===== src/rtl/pixel_unpack_stream.sv =====
// pixel_unpack_stream
//
// Unpacks a continuous stream of packed memory words into pixels of
// CHANNELS x PIXEL_DEPTH bits. It also tracks the raster position and
// flags the start of frame, end of line and end of frame.
// Bits are consumed LSB-first: the lowest byte of a word holds the
// earliest bits, and channel 0 of a pixel sits in its lowest bits.
//
// Ports:
//   clk           clock, rising edge
//   rst           asynchronous active-high reset
//   flush_i       synchronous clear of buffer and raster position
//   word_valid_i  input word valid
//   word_data_i   packed input word
//   word_ready_o  input word accepted when valid && ready
//   pix_valid_o   pixel available
//   pix_ready_i   pixel consumed when valid && ready
//   pix_data_o    pixel; channel c at [c*PIXEL_DEPTH +: PIXEL_DEPTH]
//   sof_o         current pixel is x=0, y=0
//   eol_o         current pixel is the last pixel of a line
//   eof_o         current pixel is the last pixel of the frame
//
// Optional feature (macro PIXEL_UNPACK_LINE_ALIGN_EN):
//   When the macro is defined, the residual bits are dropped at the end of
//   every line, so each line starts on a word boundary (padded stride).
//   When the macro is undefined, lines are packed contiguously and the
//   residual bits are dropped only at the end of the frame.

module pixel_unpack_stream #(
  parameter int WORD_W      = 32,
  parameter int PIXEL_DEPTH = 8,
  parameter int CHANNELS    = 3,
  parameter int IMG_WIDTH   = 1920,
  parameter int IMG_HEIGHT  = 1080
) (
  input  logic                            clk,
  input  logic                            rst,
  input  logic                            flush_i,
  input  logic                            word_valid_i,
  input  logic [WORD_W-1:0]               word_data_i,
  output logic                            word_ready_o,
  output logic                            pix_valid_o,
  input  logic                            pix_ready_i,
  output logic [CHANNELS*PIXEL_DEPTH-1:0] pix_data_o,
  output logic                            sof_o,
  output logic                            eol_o,
  output logic                            eof_o
);

  localparam int PIX_W  = CHANNELS * PIXEL_DEPTH;
  localparam int BUF_W  = 2 * WORD_W;
  localparam int FILL_W = $clog2(BUF_W + 1);
  localparam int XW     = (IMG_WIDTH > 1) ? $clog2(IMG_WIDTH) : 1;
  localparam int YW     = (IMG_HEIGHT > 1) ? $clog2(IMG_HEIGHT) : 1;

  localparam logic [FILL_W-1:0] PIX_F     = FILL_W'(PIX_W);
  localparam logic [FILL_W-1:0] WORD_F    = FILL_W'(WORD_W);
  localparam logic [FILL_W-1:0] READY_LIM = FILL_W'(BUF_W - WORD_W);
  localparam logic [XW-1:0]     X_LAST    = XW'(IMG_WIDTH - 1);
  localparam logic [YW-1:0]     Y_LAST    = YW'(IMG_HEIGHT - 1);

  logic [BUF_W-1:0]  buf_r, buf_next, shifted, inserted;
  logic [FILL_W-1:0] fill_r, fill_next, rem;
  logic [XW-1:0]     x_r, x_next;
  logic [YW-1:0]     y_r, y_next;
  logic              pop, push, at_eol, at_eof, discard;

  // A word is only accepted when it is guaranteed to fit even if no pixel
  // leaves this cycle, so ready never depends on pix_ready_i. During a
  // flush the incoming word is dropped anyway, so ready is held high.
  assign word_ready_o = flush_i || (fill_r <= READY_LIM);
  assign pix_valid_o  = (fill_r >= PIX_F);
  assign pix_data_o   = buf_r[PIX_W-1:0];

  assign at_eol = (x_r == X_LAST);
  assign at_eof = at_eol && (y_r == Y_LAST);
  assign sof_o  = pix_valid_o && (x_r == '0) && (y_r == '0);
  assign eol_o  = pix_valid_o && at_eol;
  assign eof_o  = pix_valid_o && at_eof;

  assign pop  = pix_valid_o && pix_ready_i;
  assign push = word_valid_i && word_ready_o;

`ifdef PIXEL_UNPACK_LINE_ALIGN_EN
  assign discard = pop && at_eol;
`else
  assign discard = pop && at_eof;
`endif

  // Buffer update: drop the popped pixel (or the whole residue at a
  // discard point), then append the new word directly above the bits that
  // remain. A push only happens with fill_r <= BUF_W-WORD_W, so the shifted
  // word always fits in the buffer.
  always_comb begin
    shifted  = pop ? (buf_r >> PIX_W) : buf_r;
    rem      = pop ? (fill_r - PIX_F) : fill_r;
    if (discard) begin
      shifted = '0;
      rem     = '0;
    end
    inserted  = push ? ({{WORD_W{1'b0}}, word_data_i} << rem) : '0;
    buf_next  = shifted | inserted;
    fill_next = rem + (push ? WORD_F : '0);
  end

  // Raster position advances once per consumed pixel.
  always_comb begin
    x_next = x_r;
    y_next = y_r;
    if (pop) begin
      if (at_eol) begin
        x_next = '0;
        y_next = at_eof ? '0 : y_r + 1'b1;
      end else begin
        x_next = x_r + 1'b1;
      end
    end
  end

  always_ff @(posedge clk or posedge rst) begin
    if (rst) begin
      buf_r  <= '0;
      fill_r <= '0;
      x_r    <= '0;
      y_r    <= '0;
    end else if (flush_i) begin
      buf_r  <= '0;
      fill_r <= '0;
      x_r    <= '0;
      y_r    <= '0;
    end else begin
      buf_r  <= buf_next;
      fill_r <= fill_next;
      x_r    <= x_next;
      y_r    <= y_next;
    end
  end

endmodule


===== config.mk =====
export PLATFORM = sky130hd
export DESIGN_NAME = pixel_unpack_stream
export DESIGN_NICKNAME = d
export VERILOG_FILES = /design/src/rtl/pixel_unpack_stream.sv
export SDC_FILE = /design/constraint.sdc
export NUM_CORES = 1
export LEC_CHECK = 0
export ABC_AREA = 1
export ABC_CLOCK_PERIOD_IN_PS = 6200
export CAP_MARGIN = 20
export CORE_UTILIZATION = 25
export CTS_BUF_LIST = sky130_fd_sc_hd__clkbuf_4 sky130_fd_sc_hd__clkbuf_8
export CTS_CLUSTER_DIAMETER = 50
export DETAILED_ROUTE_END_ITERATION = 10
export DONT_BUFFER_PORTS = 1
export GPL_TIMING_DRIVEN = 1
export HOLD_SLACK_MARGIN = 0.05
export SYNTH_ARGS = -nofsm -noshare
export SYNTH_HDL_FRONTEND = slang
export SYNTH_SLANG_ARGS = --single-unit

===== constraint.sdc =====
create_clock -name clk -period 6.2 [get_ports clk]
set_clock_uncertainty 0.2 [all_clocks]
set_input_delay 1.24 -clock clk [delete_from_list [all_inputs] [get_ports clk]]
set_output_delay 1.24 -clock clk [all_outputs]
set_load 0.005 [all_outputs]

==> impl_results.md <==
- Layout cells sized above 1: 5.25%
- # fillers: 3324
- Most frequent CP cell: nand3_1
- Starting density of the core: 25.4%
- DR iter-0 viols: 766
- Fin area: 7760 sq um
- Remaining DRCs: 0
- Leakage: 3.47 nW
- Worst slew pin tran: 0.936 ns
- Crit path max fanout: 54
- Synth cell types: 42
- Seq/Total Area, Yosys: 31.1%
- Antenna-violating nets left: 0
- Final hold violations: 0
- Total track usage: 17.4%
- Syn_nets: 1240
- Initial antenna violation count: 0
- Number of diodes: 0
- Vias per inst: 5.19
- Syn Inst Count: 1197
- Chip height: 175 um
- Reg power frac: 30.1%
- Worst setup SP type: flip-flop
- Mapped Area: 7490 sq um
- Floorplan die width: 175 um
- Worst EP required: 6.31 ns
- Asr flop ratio synth: 100%
- Maxcap violations: 0
- Total CTS buffers: 9
- Hold Buf Count CTS: 0
- Routed len/inst: 17.5 um
- Critical Path AT: 4.42 ns
- Grt ovf: 0
- Yosys top cell area share: 31.1%
- Nets: 1162
- Crit end category: flip-flop
- Max incr delay on CP: 0.61 ns
- # setup viols final: 0
- Number of synthesized flops with an enable pin: 0
- Internal Power: 1.45 mW
- Setup repair bufs after CTS: 0
- Area after DPL: 7560 sq um
- CTS root buf: clkbuf_8
- Max VDD drop: 0.197 mV
- GP Congestion: 0.916
- Synthesized area per cell: 6.26 sq um
- Tcrit/Tclk final: 69.5%
- Status: completed
- CTS tree: built
- HPWL Detailed: 19200 um
- Area growth from synthesis to layout: 3.51%
- # H-tree levels: 3
- Combinational share of power: 56.1%
- Setup TNS: 0 ns
- Input/output buffers: 0
- Crit-path cells: ha_1, nand3b_2, nand2_2, inv_2, nand3_4, nand2_4, inv_2, nand3_1, a21oi_2, or2_1, nand3_1, nand2_1, nand3_1, o21ai_1
- CP max-delay cell: inv_2
- Die area: 30700 sq um
- WL final: 26500 um
- Net switching power: 1.57 mW
- Layout Utilization: 26.2%
- Peak Freq: 0.232 GHz
- Setup CP Type: reg -> reg
- Crit path max-delay family: simple AND/OR/NAND/NOR gates
- First-pass GRT wire length: 41700 um
- CTS max path bufs: 2
- Largest net degree at the start of global routing: 68
- Ys Warns: 0
- Synthesized flop and latch total: 93
- Via count: 7853
- Cell taking the most area after synthesis: dfrtp_1
- Main flop type after synthesis: dfrtp_1
- Vias in the first global route: 7402
- Ports: 66
- Commonest non-fill, non-tap cells in the layout: nand2_1 (358), nand3_1 (282), dfrtp_1 (93)
- Synth area leaders: dfrtp_1 (31%), nand3_1 (19%), nand2_1 (18%)
- Crit path time final: 4.31 ns
- Post-CTS Resized: 0
- Slew headroom: 37.5%
- Commonest non-fill, non-tap cell in the layout: nand2_1
- Clock share of power: 13.8%
- Net Sw Frac: 52.1%
- RSZ-0062 raised after global routing: no
- Drt pass-1 iters: 6
- Crit path buffers/inverters: 2
- Cell Pwr Density: 389 nW/um^2
- Slew Limit Fails: 0
- Clock slew at reported path FFs: 0.10 ns
- Skew-Pair Late Insertion Delay: 0.39 ns
- Hold WC Path Type: reg -> reg
- CTS sink count: 93
- Core ar.: 29600 sq um
- Rows: 63
-- metal layers --
layer | part of all wire [%] | wire length, um | vias up | track usage (%)
met3 | 7.3 | 1950 | 43 | 4.29
met4 | 2.4 | 639 | 0 | 4.86
met2 | 48 | 12800 | 253 | 29.2
met1 | 42 | 11100 | 3736 | 21.9
li1 | - | - | 3821 | -
met5 | 0 | 0 | - | 0
-- power groups by stage --
| stage | clock, mW | sequential (mW) | combinational (mW) |
|---|---|---|---|
| CTS | 0.426 | 0.921 | 1.67 |
| global placement | 0 | 0.932 | 1.66 |
| finish | 0.415 | 0.910 | 1.69 |
| floorplan | 0 | 0.853 | 1.31 |
| global route | 0.446 | 0.941 | 1.88 |
| detailed placement | 0 | 0.933 | 1.66 |
-- metrics by stage --
stage                     total power [mW]  instances  hold WS (ns)  setup slack [ns]
after floorplan                       2.17       1197         0.249              2.34
after global placement                2.59       1498         0.268              1.58
after detailed placement              2.60       1498         0.266              1.58
after CTS                             3.02       1514         0.291              1.96
after global routing                  3.26       1514         0.330              1.56
final                                 3.02       1514         0.290              1.89
-- registers in the layout, summed over array words and instances, names as in the netlist --
signal,cells
buf_r,64
fill_r,7
y_r,11
x_r,11
-- synth_stat cells (2+ instances only) --
cell and count:
nand2_1 359, nand3_1 282, dfrtp_1 93, a21oi_1 70, inv_1 70, nor2_1 46, o21ai_0 46, clkbuf_1 40
buf_4 30, o21ai_1 28, nand4_1 26, buf_2 22, nor3_1 11, inv_2 10, buf_1 9, ha_1 6
nand3_2 5, nor4_1 5, a22oi_1 4, nand3b_1 4, xor2_1 4, nand2_2 2, nand2_4 2, nor2_2 2
nor2_4 2, o21bai_1 2, or2_1 2
-- path summary, 6_finish.rpt --
kind                       startpoint        end  slack, ns  cells after the start
hold / removal              buf_r[44]  buf_r[44]       0.29                      2
min in group asynchronous         rst     x_r[3]       0.60                      1
setup / recovery            fill_r[3]  buf_r[42]       1.89                     14
max in group asynchronous         rst  buf_r[38]       4.13                      2
setup reg to reg            fill_r[3]  buf_r[42]       1.89                     14
hold reg to reg             buf_r[44]  buf_r[44]       0.29                      2
-- worst reg2reg max path, delay by kind of cell (launching register included) --
kind / cells / cell delay, ns
AO/OA/AOI/OAI: 2 / 0.49
adder cells (fa/ha/maj): 1 / 0.22
AND/OR/NAND/NOR: 9 / 2.10
flip-flops: 1 / 0.43
buffers and inverters: 2 / 0.80
-- final cells by class --
cell class | count | area [sq um] | area share [%]
sequential | 93 | 2330 | 30.0
clock buffer | 11 | 151 | 1.95
clock inverter | 5 | 40.0 | 0.516
tap | 390 | 488 | 6.29
timing repair buffer | 13 | 97.6 | 1.26
inverter | 80 | 303 | 3.90
multi-input combinational | 922 | 4350 | 56.1
-- kinds of logic (layout without fill, tap and decap cells) --
family / Yosys count / in the layout / synth area share (%)
XOR/XNOR: 4 / 4 / 0.467
adder cells (fa/ha/maj): 6 / 6 / 1.00
flip-flops: 93 / 93 / 31.1
buffers and inverters: 182 / 109 / 11.1
AO/OA/AOI/OAI: 159 / 159 / 11.1
AND/OR/NAND/NOR: 753 / 753 / 45.2
Power figures use the tool's default switching activity.
